[config.mk]
export PLATFORM = sky130hd
export DESIGN_NAME = fsm_mode_ctrl
export DESIGN_NICKNAME = d
export VERILOG_FILES = /design/src/rtl/fsm_mode_pkg.sv /design/src/rtl/fsm_mode_legal_chk.sv /design/src/rtl/fsm_mode_ctrl.sv
export SDC_FILE = /design/constraint.sdc
export NUM_CORES = 1
export LEC_CHECK = 0
export ABC_AREA = 1
export BUFFER_PORTS_ARGS = -buffer_cell sky130_fd_sc_hd__buf_2
export CORE_MARGIN = 3
export CORE_UTILIZATION = 49
export DETAILED_ROUTE_END_ITERATION = 16
export PLACE_DENSITY = 0.74
export RECOVER_POWER = 100
export SYNTH_ARGS = -nofsm -noshare
export SYNTH_HDL_FRONTEND = slang
export SYNTH_SLANG_ARGS = --single-unit
[constraint.sdc]
create_clock -name clk -period 1.3 [get_ports clk]
set_input_delay 0.26 -clock clk [delete_from_list [all_inputs] [get_ports clk]]
set_output_delay 0.26 -clock clk [all_outputs]
set_load 0.02 [all_outputs]
[src/rtl/fsm_mode_pkg.sv]
// Shared types for the mode controller: operating modes, controller states
// and the saturating counter helper.
package fsm_mode_pkg;

  localparam int MODE_W  = 2;
  localparam int STATE_W = 3;
  localparam int CNT_W   = 4;

  typedef enum logic [MODE_W-1:0] {
    MODE_OFF   = 2'd0,
    MODE_STBY  = 2'd1,
    MODE_RUN   = 2'd2,
    MODE_DEBUG = 2'd3
  } mode_e;

  typedef enum logic [STATE_W-1:0] {
    ST_IDLE   = 3'd0,
    ST_CHECK  = 3'd1,
    ST_SETTLE = 3'd2,
    ST_LOCKED = 3'd3
  } state_e;

  function automatic logic [CNT_W-1:0] sat_inc(input logic [CNT_W-1:0] v);
    return (v == {CNT_W{1'b1}}) ? v : v + 1'b1;
  endfunction

endpackage

[src/rtl/fsm_mode_legal_chk.sv]
// Combinational legality check for a requested mode change given the
// current mode and the debug enable.
module fsm_mode_legal_chk
  import fsm_mode_pkg::*;
(
  input  mode_e       cur_mode,
  input  logic [2:0]  req_mode,
  input  logic        dbg_en,
  output logic        legal
);

  logic [MODE_W-1:0] tgt;

  always_comb begin
    legal = 1'b0;
    tgt   = req_mode[MODE_W-1:0];
    // Codes 4..7 do not name a mode and are never legal
    if (!req_mode[2]) begin
      case (cur_mode)
        MODE_OFF:   legal = (tgt == MODE_OFF) || (tgt == MODE_STBY);
        MODE_STBY:  legal = (tgt != MODE_DEBUG) || dbg_en;
        MODE_RUN:   legal = (tgt == MODE_RUN) || (tgt == MODE_STBY);
        MODE_DEBUG: legal = (tgt == MODE_DEBUG) || (tgt == MODE_STBY);
        default:    legal = 1'b0;
      endcase
    end
  end

endmodule

[src/rtl/fsm_mode_ctrl.sv]
// Mode-change controller: accepts requests, checks legality, settles after a
// change, counts consecutive rejects and locks out at the limit.
//
// state  | meaning
// IDLE   | ready for a request
// CHECK  | captured request is evaluated (dbg_en sampled here)
// SETTLE | mode changed, waiting SETTLE_CYCLES before responding
// LOCKED | too many rejects; mode held OFF until reset
module fsm_mode_ctrl
  import fsm_mode_pkg::*;
#(
  parameter int REJECT_LIMIT  = 3,
  parameter int SETTLE_CYCLES = 2
) (
  input  logic             clk,
  input  logic             rst,
  input  logic             req_valid,
  input  logic [2:0]       req_mode,
  input  logic             dbg_en,
  output logic             req_ready,
  output logic             resp_valid,
  output logic             resp_ok,
  output logic [MODE_W-1:0] mode,
  output logic             busy,
  output logic             locked,
  output logic [CNT_W-1:0] reject_cnt
);

  state_e           state_q, state_d;
  mode_e            mode_q, mode_d;
  logic [CNT_W-1:0] rej_q, rej_d, rej_inc;
  logic [CNT_W-1:0] settle_q, settle_d;
  logic [2:0]       req_q, req_d;
  logic             rv_q, rv_d, rok_q, rok_d;
  logic             legal;

  fsm_mode_legal_chk u_legal_chk (
    .cur_mode (mode_q),
    .req_mode (req_q),
    .dbg_en   (dbg_en),
    .legal    (legal)
  );

  always_ff @(posedge clk or posedge rst) begin
    if (rst) begin
      state_q  <= ST_IDLE;
      mode_q   <= MODE_OFF;
      rej_q    <= '0;
      settle_q <= '0;
      req_q    <= '0;
      rv_q     <= 1'b0;
      rok_q    <= 1'b0;
    end else begin
      state_q  <= state_d;
      mode_q   <= mode_d;
      rej_q    <= rej_d;
      settle_q <= settle_d;
      req_q    <= req_d;
      rv_q     <= rv_d;
      rok_q    <= rok_d;
    end
  end

  always_comb begin
    state_d  = state_q;
    mode_d   = mode_q;
    rej_d    = rej_q;
    settle_d = settle_q;
    req_d    = req_q;
    rv_d     = 1'b0;
    rok_d    = 1'b0;
    rej_inc  = sat_inc(rej_q);
    case (state_q)
      ST_IDLE: begin
        if (req_valid) begin
          req_d   = req_mode;
          state_d = ST_CHECK;
        end
      end
      ST_CHECK: begin
        if (legal) begin
          mode_d   = mode_e'(req_q[MODE_W-1:0]);
          rej_d    = '0;
          settle_d = CNT_W'(SETTLE_CYCLES - 1);
          state_d  = ST_SETTLE;
        end else begin
          rej_d = rej_inc;
          rv_d  = 1'b1;
          if (rej_inc == CNT_W'(REJECT_LIMIT)) begin
            state_d = ST_LOCKED;
            mode_d  = MODE_OFF;
          end else begin
            state_d = ST_IDLE;
          end
        end
      end
      ST_SETTLE: begin
        if (settle_q == '0) begin
          state_d = ST_IDLE;
          rv_d    = 1'b1;
          rok_d   = 1'b1;
        end else begin
          settle_d = settle_q - 1'b1;
        end
      end
      ST_LOCKED: mode_d = MODE_OFF;
      default: begin
        state_d = ST_LOCKED;
        mode_d  = MODE_OFF;
      end
    endcase
  end

  // The state register already reads IDLE during reset, so gate ready on rst
  assign req_ready  = (state_q == ST_IDLE) && !rst;
  assign busy       = (state_q == ST_CHECK) || (state_q == ST_SETTLE);
  assign locked     = (state_q == ST_LOCKED);
  assign mode       = mode_q;
  assign reject_cnt = rej_q;
  assign resp_valid = rv_q;
  assign resp_ok    = rok_q;

endmodule

==> metrics.cfg, run 1 <==
[route]
ant_nets=0
num_vias=1063
post-route-drc-count=0
wl_um=2761
drtPass1Iterations=5
wire_per_inst_um=13.53
via_per_inst=5.211
drtIter0Drc=46

[floorplanning]
core_area_sq_um=1858
rows=15
die_area_sq_um=2691
start_util=0.5549
num_io_pins=18
die_w_um=51.87
die_h_um=51.87

[critical_path]
crit_buf_inv=3
slowest_delay_ns=0.42
worstReg2RegStart=state_q[1]$_DFFE_PP0P_
cp.arrival_ns=1.23
reg2regPathDepth=9
rr_endpoint=state_q[0]$_DFFE_PP0P_
cp_cell_sequence=inv_2, ha_4, inv_4, nor2_4, buf_6
end_kind=output pin
r2r_slack_ns=-0.15
cp.required_ns=1.04
cp_max_fo=3
setup.worst_path.start_class=flip-flop
slowest_stage=dfrtp_1
path_class=reg -> out
crit_family=flip-flops

[grt]
grt_max_degree=18
grt_overflow=0
antenna_found_initial=0
track_usage=0.2100
grt_util_met2=0.3724
met1_usage=0.2436
grt_pass1_vias=970
gr-usage-met3=0.04585
grt_busiest_layer=met2
grt_pass1_wl_um=4160

[cts]
cts.sinks=17
cts_buffers=3
cts_tree=yes
cts_buffer_depth=2
cts_max_level=1
clk_pin_slew_ns=0.11
cts-root-buf=clkbuf_4
insertion_delay_ns=0.29

[timing]
finalClockSkew_ns=0.01506
finalMaxSlewViolations=0
min_period_ns=1.490
final.setup.worst_slack_ns=-0.1899
final_hold_viol_count=0
holdWs_ns=0.2099
maxSlewHeadroom=0.7135
finalSetupTns_ns=-1.529
fmax_ghz=0.6712
setup_viol=17
rsz0062_at_grt=true
period_share=1.146
tightest_slew_ns=0.4297

[power]
comb_power_share=0.678
sw_frac_of_total=0.4698
peakVddDrop_v=0.001670
power.total_mw=3.696
p_sw_mw=1.737
internal_power_mw=1.960
pwr-share-clk=0.078
p_per_area_nw_per_um2=2464
power_frac_seq=0.245
p_leak_nw=0.7672

[logic_synthesis]
synthXorXnorAreaFrac=0.01699
synth_compound_area_frac=0.1019
yosysTopAreaCell=dfrtp_1
synth_area_sq_um=1031
synth-seq-area-share=0.4126
yosys.area.top_type_share=0.4126
synthCells=136
synth_area_leaders=dfrtp_1 41%, nand2_1 11%, inv_1 8.7%
synthMuxAreaShare=0
synth_fa_ha_area_frac=0.07282
syn_avg_cell_area_sq_um=7.581
synthesis.nets=149
synth_top_family_by_area=simple AND/OR/NAND/NOR gates
ys_types=23
synth_seq_cells=17
yosysWarnings=0
synthSimpleGateAreaFrac=0.2973

[layout]
layout_common_cells=25 x nand2_1, 20 x buf_4, 19 x inv_1
layout_commonest_cell=nand2_1
final_layout_size_suffix_gt1_frac=0.4190
area_delta_synth_final_pct=45.51
diodes=0
fill_cells=107
instances_no_fill=204
nNetsFinal=193

[place]
place_ws_ns=-0.1505
dpl.hpwl_um=1820
portBuffers=17
place_congestion=0.8537
dp.cells=193

[run_status]
status=finished with violations
violations=negative setup slack

[flow_run]
max_cap_violations=0

[hold_path]
min_to=req_q[1]$_DFFE_PP0P_
min_from=req_mode[1]
holdCritPathClass=in -> reg
min_path_cells=3

[logic make-up (layout without fill, tap and decap cells)]
logic type,count (synthesis),in the layout
XOR/XNOR,2,2
AO/OA/AOI/OAI,18,18
buffers and inverters,27,70
AND/OR/NAND/NOR,66,66
adder cells (fa/ha/maj),6,6
flip-flops,17,17
[what timing repair did]
action | in CTS | in global routing
hold buffers | 1 | 0
pin swaps | 2 | 4
endpoints found under the setup margin | 14 | 22
endpoints found under the hold margin | 17 | 0
gates resized for setup | 18 | 22
setup buffers | 5 | 1
[tightest hold or removal path: stages]
cell and delay [ns]:
buf_2 0.08, nor2_1 0.03, a21oi_1 0.10
[worst max-delay path by stage]
| stage | start | endpoint | cells after the start |
|---|---|---|---|
| finish | state_q[0]$_DFFE_PP0P_ | req_ready | 5 |
| detailed placement | state_q[0]$_DFFE_PP0P_ | settle_q[2]$_DFFE_PP0P_ | 8 |
| CTS | state_q[0]$_DFFE_PP0P_ | req_ready | 5 |
| global placement | reject_cnt[1]$_DFFE_PP0P_ | mode[0]$_DFFE_PP0P_ | 9 |
| global route | state_q[0]$_DFFE_PP0P_ | req_ready | 5 |
| floorplan | reject_cnt[1]$_DFFE_PP0P_ | mode[1]$_DFFE_PP0P_ | 9 |
[registers in the layout, summed over array words and instances, names as in the netlist]
signal and count:
resp_ok 1, reject_cnt 4, req_q 3, resp_valid 1, settle_q 4, mode 2, state_q 2
[final cells by class]
class,count,area [sq um],area share
tap,25,31.28,0.02085
inverter,26,100.1,0.06672
multi-input combinational,92,630.6,0.4204
sequential,17,427.9,0.2852
clock buffer,4,26.28,0.01751
timing repair buffer,40,284.0,0.1893
[power groups by stage]
| stage | registers (mW) | clock network [mW] | logic [mW] |
|---|---|---|---|
| 3_5_place_dp | 0.897 | 0 | 1.93 |
| 3_3_place_gp | 0.883 | 0 | 1.89 |
| 4_1_cts | 0.890 | 0.293 | 2.15 |
| 5_1_grt | 0.919 | 0.313 | 2.75 |
| 2_1_floorplan | 0.991 | 0 | 1.17 |
| 6_report | 0.905 | 0.287 | 2.50 |
[cells in the mapped netlist]
cell type	number
inv_1	24
a31oi_1	1
nand2_2	3
o21ai_1	3
clkbuf_1	1
a21oi_1	6
nand2_1	31
inv_2	2
nand3_1	6
o21ai_2	2
o21ai_0	2
nand3_2	2
xor2_1	1
ha_1	6
o22ai_1	3
xnor2_1	1
nand4_1	2
nor2_4	2
dfrtp_1	17
nand4_2	1
nor2_1	18
a21boi_1	1
nor2_2	1
[metrics by stage]
step | utilization | instance area, sq um
after floorplan | - | 1057
after global placement | 0.6936 | 1289
after detailed placement | 0.6936 | 1289
after CTS | 0.7596 | 1411
after global routing | 0.8074 | 1500
final | 0.8074 | 1500
[per-layer routing]
layer | wire (um) | part of all wire
met4 | 53 | 0.019
met3 | 144 | 0.052
met1 | 1136 | 0.41
met2 | 1427 | 0.52
met5 | 0 | 0
Power figures use the tool's default switching activity.
==> run 2: changes to the inputs <==
--- a/config.mk
+++ b/config.mk
@@ -5,11 +5,10 @@
 export SDC_FILE = /design/constraint.sdc
 export NUM_CORES = 1
 export LEC_CHECK = 0
-export ABC_AREA = 1
 export BUFFER_PORTS_ARGS = -buffer_cell sky130_fd_sc_hd__buf_2
-export CORE_MARGIN = 3
 export CORE_UTILIZATION = 49
 export DETAILED_ROUTE_END_ITERATION = 16
+export GPL_ROUTABILITY_DRIVEN = 0
 export PLACE_DENSITY = 0.74
 export RECOVER_POWER = 100
 export SYNTH_ARGS = -nofsm -noshare
==> metrics.cfg, run 2 <==
[run_status]
status=finished with violations
violations=negative setup slack

[route]
drtPass1Iterations=5
num_vias=1560
via_per_inst=7.290
post-route-drc-count=0
wl_um=6030
wire_per_inst_um=28.18
drtIter0Drc=119
ant_nets=0

[floorplanning]
die_w_um=49.49
rows=16
num_io_pins=18
die_h_um=49.49
start_util=0.5411
core_area_sq_um=2042
die_area_sq_um=2449

[critical_path]
startpoint=settle_q[1]$_DFFE_PP0P_
r2r_slack_ns=-0.55
cp.required_ns=1.55
rr_endpoint=state_q[1]$_DFFE_PP0P_
setup.worst_path.start_class=flip-flop
reg2regPathDepth=6
crit_buf_inv=1
endpoint=state_q[1]$_DFFE_PP0P_
cp_cell_sequence=inv_2, ha_4, or3b_4, a221oi_4, nand2_1, o22ai_2
end_kind=flip-flop
path_class=reg -> reg
crit_family=simple AND/OR/NAND/NOR gates
cp_max_fo=6
slowest_stage=or3b_4
worstReg2RegStart=settle_q[1]$_DFFE_PP0P_
cp.arrival_ns=2.10
cp.depth=6
slowest_delay_ns=0.45

[cts]
cts_tree=yes
cts_max_level=1
cts-root-buf=clkbuf_4
cts_buffer_depth=2
cts_buffers=3
cts.sinks=17
insertion_delay_ns=0.32
clk_pin_slew_ns=0.12

[layout]
diodes=0
layout_commonest_cell=buf_4
nNetsFinal=201
area_delta_synth_final_pct=74.07
finalInstanceArea_sq_um=1923
fill_cells=61
final_layout_size_suffix_gt1_frac=0.5882
layout_common_cells=40 x buf_4, 15 x dfrtp_1, 14 x buf_6

[timing]
min_period_ns=1.854
setup_viol=24
fmax_ghz=0.5395
finalSetupTns_ns=-7.599
maxSlewHeadroom=0.6692
tightest_slew_ns=0.4961
finalClockSkew_ns=0.003541
period_share=1.426
final.setup.worst_slack_ns=-0.5537
finalMaxSlewViolations=0
rsz0062_at_grt=true
final_hold_viol_count=0

[logic_synthesis]
ys_types=42
synthesis.nets=131
ys_top_cells_by_count=17 x dfrtp_1, 14 x inv_1, 9 x nor2_1
yosys.area.top_type_share=0.3851
ys.flop_type=dfrtp_1
synth_area_sq_um=1105
synth_compound_area_frac=0.2616
yosysWarnings=0
async_flop_share=1.000
synthMuxAreaShare=0.03058
synth_edf_count=0
yosysTopAreaCell=dfrtp_1
synthXorXnorAreaFrac=0.007928
synth_fa_ha_area_frac=0.06795
synth_seq_cells=17
synth-seq-area-share=0.3851
synth_top_family_by_area=compound AO/OA/AOI/OAI gates
synth_area_leaders=dfrtp_1 39%, ha_1 6.8%, inv_1 4.8%
synthSimpleGateAreaFrac=0.1880
syn_avg_cell_area_sq_um=9.363
yosysMostFrequentCell=dfrtp_1
synthCells=118

[power]
p_leak_nw=0.8563
peakVddDrop_v=0.002426
p_per_area_nw_per_um2=2635

[flow_run]
max_cap_violations=0

[place]
placed_area_sq_um=1490
portBuffers=17
dpl.hpwl_um=2342

[grt]
antenna_found_initial=0
grt_max_degree=18
grt_pass1_wl_um=7348
grt_pass1_vias=1447
grt_overflow=0
track_usage=0.4109

[hold_path]
holdCritPathClass=in -> reg

-- run 2: timing repair --
item / 4_1_cts / 5_1_grt
pin swaps: 7 / 11
hold endpoints to repair: 17 / 0
hold buffers: 1 / 0
resized for setup: 41 / 28
endpoints found under the setup margin: 21 / 23
setup buffers: 11 / 10
-- run 2: per-stage QoR --
stage          utilization  total power, mW  instances  hold WS [ns]  setup WS [ns]
4_1_cts             0.8689            4.135        208        0.1861        -0.3783
3_3_place_gp        0.7298            3.094        192        0.2929        -0.3205
6_report            0.9418            5.067        214        0.1918        -0.5537
5_1_grt             0.9418            5.150        214        0.1732        -0.5343
3_5_place_dp        0.7298            3.198        192        0.3178        -0.3853
2_1_floorplan            -            2.247        118        0.1859        -0.3364
-- run 2: worst min-delay path by stage --
stage	from	endpoint	slack, ns	cells past startpoint
floorplan	rst	reject_cnt[0]$_DFFE_PP0P_	0.19	1
CTS	req_mode[0]	req_q[0]$_DFFE_PP0P_	0.19	2
finish	req_mode[1]	req_q[1]$_DFFE_PP0P_	0.19	2
global route	req_mode[1]	req_q[1]$_DFFE_PP0P_	0.17	2
detailed placement	rst	reject_cnt[2]$_DFFE_PP0P_	0.32	3
global placement	rst	reject_cnt[0]$_DFFE_PP0P_	0.29	3
-- run 2: power by group --
part / leakage, nW / internal, mW / switching [mW]
Combinational: 0.629 / 1.74 / 2.08
Sequential: 0.212 / 0.703 / 0.206
Clock: 0.0150 / 0.120 / 0.213
-- run 2: worst register-to-register path: cells and delay by family, from the launching register on --
| kind | cells | cell delay (ns) |
|---|---|---|
| simple gates | 2 | 0.59 |
| flops | 1 | 0.44 |
| buf+inv | 1 | 0.11 |
| compound gates | 2 | 0.50 |
| fa+ha+maj | 1 | 0.15 |
-- run 2: logic make-up (layout without fill, tap and decap cells) --
family,count (synthesis),after routing
multiplexers,3,3
buffers and inverters,17,86
AO/OA/AOI/OAI,35,35
adder cells (fa/ha/maj),6,6
AND/OR/NAND/NOR,39,39
flip-flops,17,17
XOR/XNOR,1,1
-- run 2: cell type report --
class	instances	area [sq um]	share of cell area
multi-input combinational	84	832.0	0.4327
clock buffer	4	26.28	0.01366
inverter	14	63.81	0.03318
timing repair buffer	68	539.3	0.2804
tap	27	33.78	0.01757
sequential	17	427.9	0.2225
-- run 2: per-layer routing --
metal,vias to the layer above,track usage,wire length (um)
met1,716,0.4453,1936
met3,87,0.07716,732
li1,579,-,-
met2,178,0.7055,2638
met5,-,0,0
met4,0,0.3095,722
==> run 3: changes to the inputs <==
--- a/config.mk
+++ b/config.mk
@@ -6,10 +6,12 @@
 export NUM_CORES = 1
 export LEC_CHECK = 0
 export BUFFER_PORTS_ARGS = -buffer_cell sky130_fd_sc_hd__buf_2
-export CORE_UTILIZATION = 49
+export CELL_PAD_IN_SITES_DETAIL_PLACEMENT = 0
+export CELL_PAD_IN_SITES_GLOBAL_PLACEMENT = 2
+export CORE_UTILIZATION = 30
 export DETAILED_ROUTE_END_ITERATION = 16
 export GPL_ROUTABILITY_DRIVEN = 0
-export PLACE_DENSITY = 0.74
+export PLACE_DENSITY_LB_ADDON = 0.1
 export RECOVER_POWER = 100
 export SYNTH_ARGS = -nofsm -noshare
 export SYNTH_HDL_FRONTEND = slang
==> metrics.cfg, run 3 (synthesis results as in run 2) <==
[floorplanning]
die_area_sq_um=3929
die_h_um=62.69
rows=21
die_w_um=62.69
start_util=0.3210
core_area_sq_um=3442
num_io_pins=18

[layout]
diodes=0
finalInstanceArea_sq_um=1931
layout_common_cells=47 x buf_4, 16 x dfrtp_1, 9 x inv_1, 9 x buf_2, 9 x buf_6
final_layout_size_suffix_gt1_frac=0.5781
area_delta_synth_final_pct=74.74
fill_cells=315
register_area_sq_um=426.7
layout_commonest_cell=buf_4
multi_input_area_sq_um=803.3
nNetsFinal=206

[timing]
setup_viol=21
tightest_slew_ns=0.4259
holdWs_ns=0.2455
finalMaxSlewViolations=0
finalSetupTns_ns=-4.606
rsz0062_at_grt=true
period_share=1.277
fmax_ghz=0.6023
final_hold_viol_count=0
finalClockSkew_ns=0.003247
maxSlewHeadroom=0.7161
min_period_ns=1.660
final.setup.worst_slack_ns=-0.3602

[power]
peakVddDrop_v=0.0009137
sw_frac_of_total=0.4141
power.total_mw=4.451
internal_power_mw=2.608
p_leak_nw=0.8806
p_per_area_nw_per_um2=2305
pwr-share-clk=0.090
power_frac_seq=0.193
comb_power_share=0.717
p_sw_mw=1.843

[grt]
grt_pass1_vias=1166
grt_max_degree=12
grt_overflow=0
track_usage=0.1762
grt_pass1_wl_um=5430
antenna_found_initial=0

[run_status]
violations=negative setup slack
status=finished with violations

[critical_path]
crit_family=simple AND/OR/NAND/NOR gates
path_class=reg -> reg
cp.required_ns=1.47
crit_buf_inv=0
cp_cell_sequence=nor2b_4, o311a_4, or4_4, a22oi_2
end_kind=flip-flop
setup.worst_path.start_class=flip-flop
slowest_delay_ns=0.52
slowest_stage=or4_4
cp_max_fo=6
r2r_slack_ns=-0.36
cp.arrival_ns=1.84

[route]
via_per_inst=4.929
num_vias=1173
drtIter0Drc=28
ant_nets=0
post-route-drc-count=0
drtPass1Iterations=4
wl_um=3255
wire_per_inst_um=13.68

[cts]
cts_buffer_depth=2
cts_buffers=3
cts-root-buf=clkbuf_8
clk_pin_slew_ns=0.07
cts.sinks=17
cts_tree=yes
insertion_delay_ns=0.25
cts_max_level=1

[place]
placed_area_sq_um=1574
dpl.hpwl_um=2421
portBuffers=17

[flow_run]
max_cap_violations=0

[hold_path]
holdCritPathClass=in -> reg

==> run 3: area by class of cell <==
class / count / area share
Tap cell: 46 / 0.02981
Timing Repair Buffer: 73 / 0.2800
Clock buffer: 4 / 0.02333
Multi-Input combinational cell: 84 / 0.4161
Inverter: 14 / 0.02981
Sequential cell: 17 / 0.2210
==> run 3: repair_timing <==
action	in CTS	in global routing
gates cloned	0	0
hold buffers	1	0
endpoints found under the hold margin	6	0
endpoints found under the setup margin	20	21
gates resized for setup	37	12
pin swaps	12	10
buffers inserted	7	7
==> run 3: worst reg2reg max path, cell delays in order, from the launching register on <==
cell     delay [ns]
dfrtp_1        0.41
nor2b_4        0.14
o311a_4        0.38
or4_4          0.52
a22oi_2        0.13
==> run 3: worst paths after layout <==
check	from	cells after the start	end
min reg2reg	req_q[1]$_DFFE_PP0P_	1	req_q[1]$_DFFE_PP0P_
max in group asynchronous	rst	4	reject_cnt[1]$_DFFE_PP0P_
min in group asynchronous	rst	3	mode[1]$_DFFE_PP0P_
max reg2reg	req_q[0]$_DFFE_PP0P_	4	settle_q[1]$_DFFE_PP0P_
max	req_q[0]$_DFFE_PP0P_	4	settle_q[1]$_DFFE_PP0P_
min	req_mode[1]	2	req_q[1]$_DFFE_PP0P_
==> run 3: routing by layer <==
layer | up-vias | global-route usage | wire length (um)
li1 | 588 | - | -
met1 | 571 | 0.2426 | 1579
met2 | 12 | 0.2867 | 1588
met3 | 2 | 0.01642 | 61
met4 | 0 | 0.06105 | 25
met5 | - | 0 | 0
==> run 3: power by group through the flow <==
stage          Combinational (mW)  Sequential, mW  Clock, mW
2_1_floorplan                1.25            1.00          0
6_report                     3.19           0.858      0.401
3_5_place_dp                 2.44           0.852          0
3_3_place_gp                 2.43           0.842          0
4_1_cts                      2.93           0.856      0.414
5_1_grt                      3.48           0.884      0.450
==> run 3: per-stage QoR <==
stage	instances	util	setup slack, ns
2_1_floorplan	118	-	-0.3364
3_3_place_gp	219	0.4573	-0.4034
3_5_place_dp	219	0.4573	-0.3806
4_1_cts	231	0.5325	-0.3778
5_1_grt	238	0.5609	-0.4188
6_report	238	0.5609	-0.3602
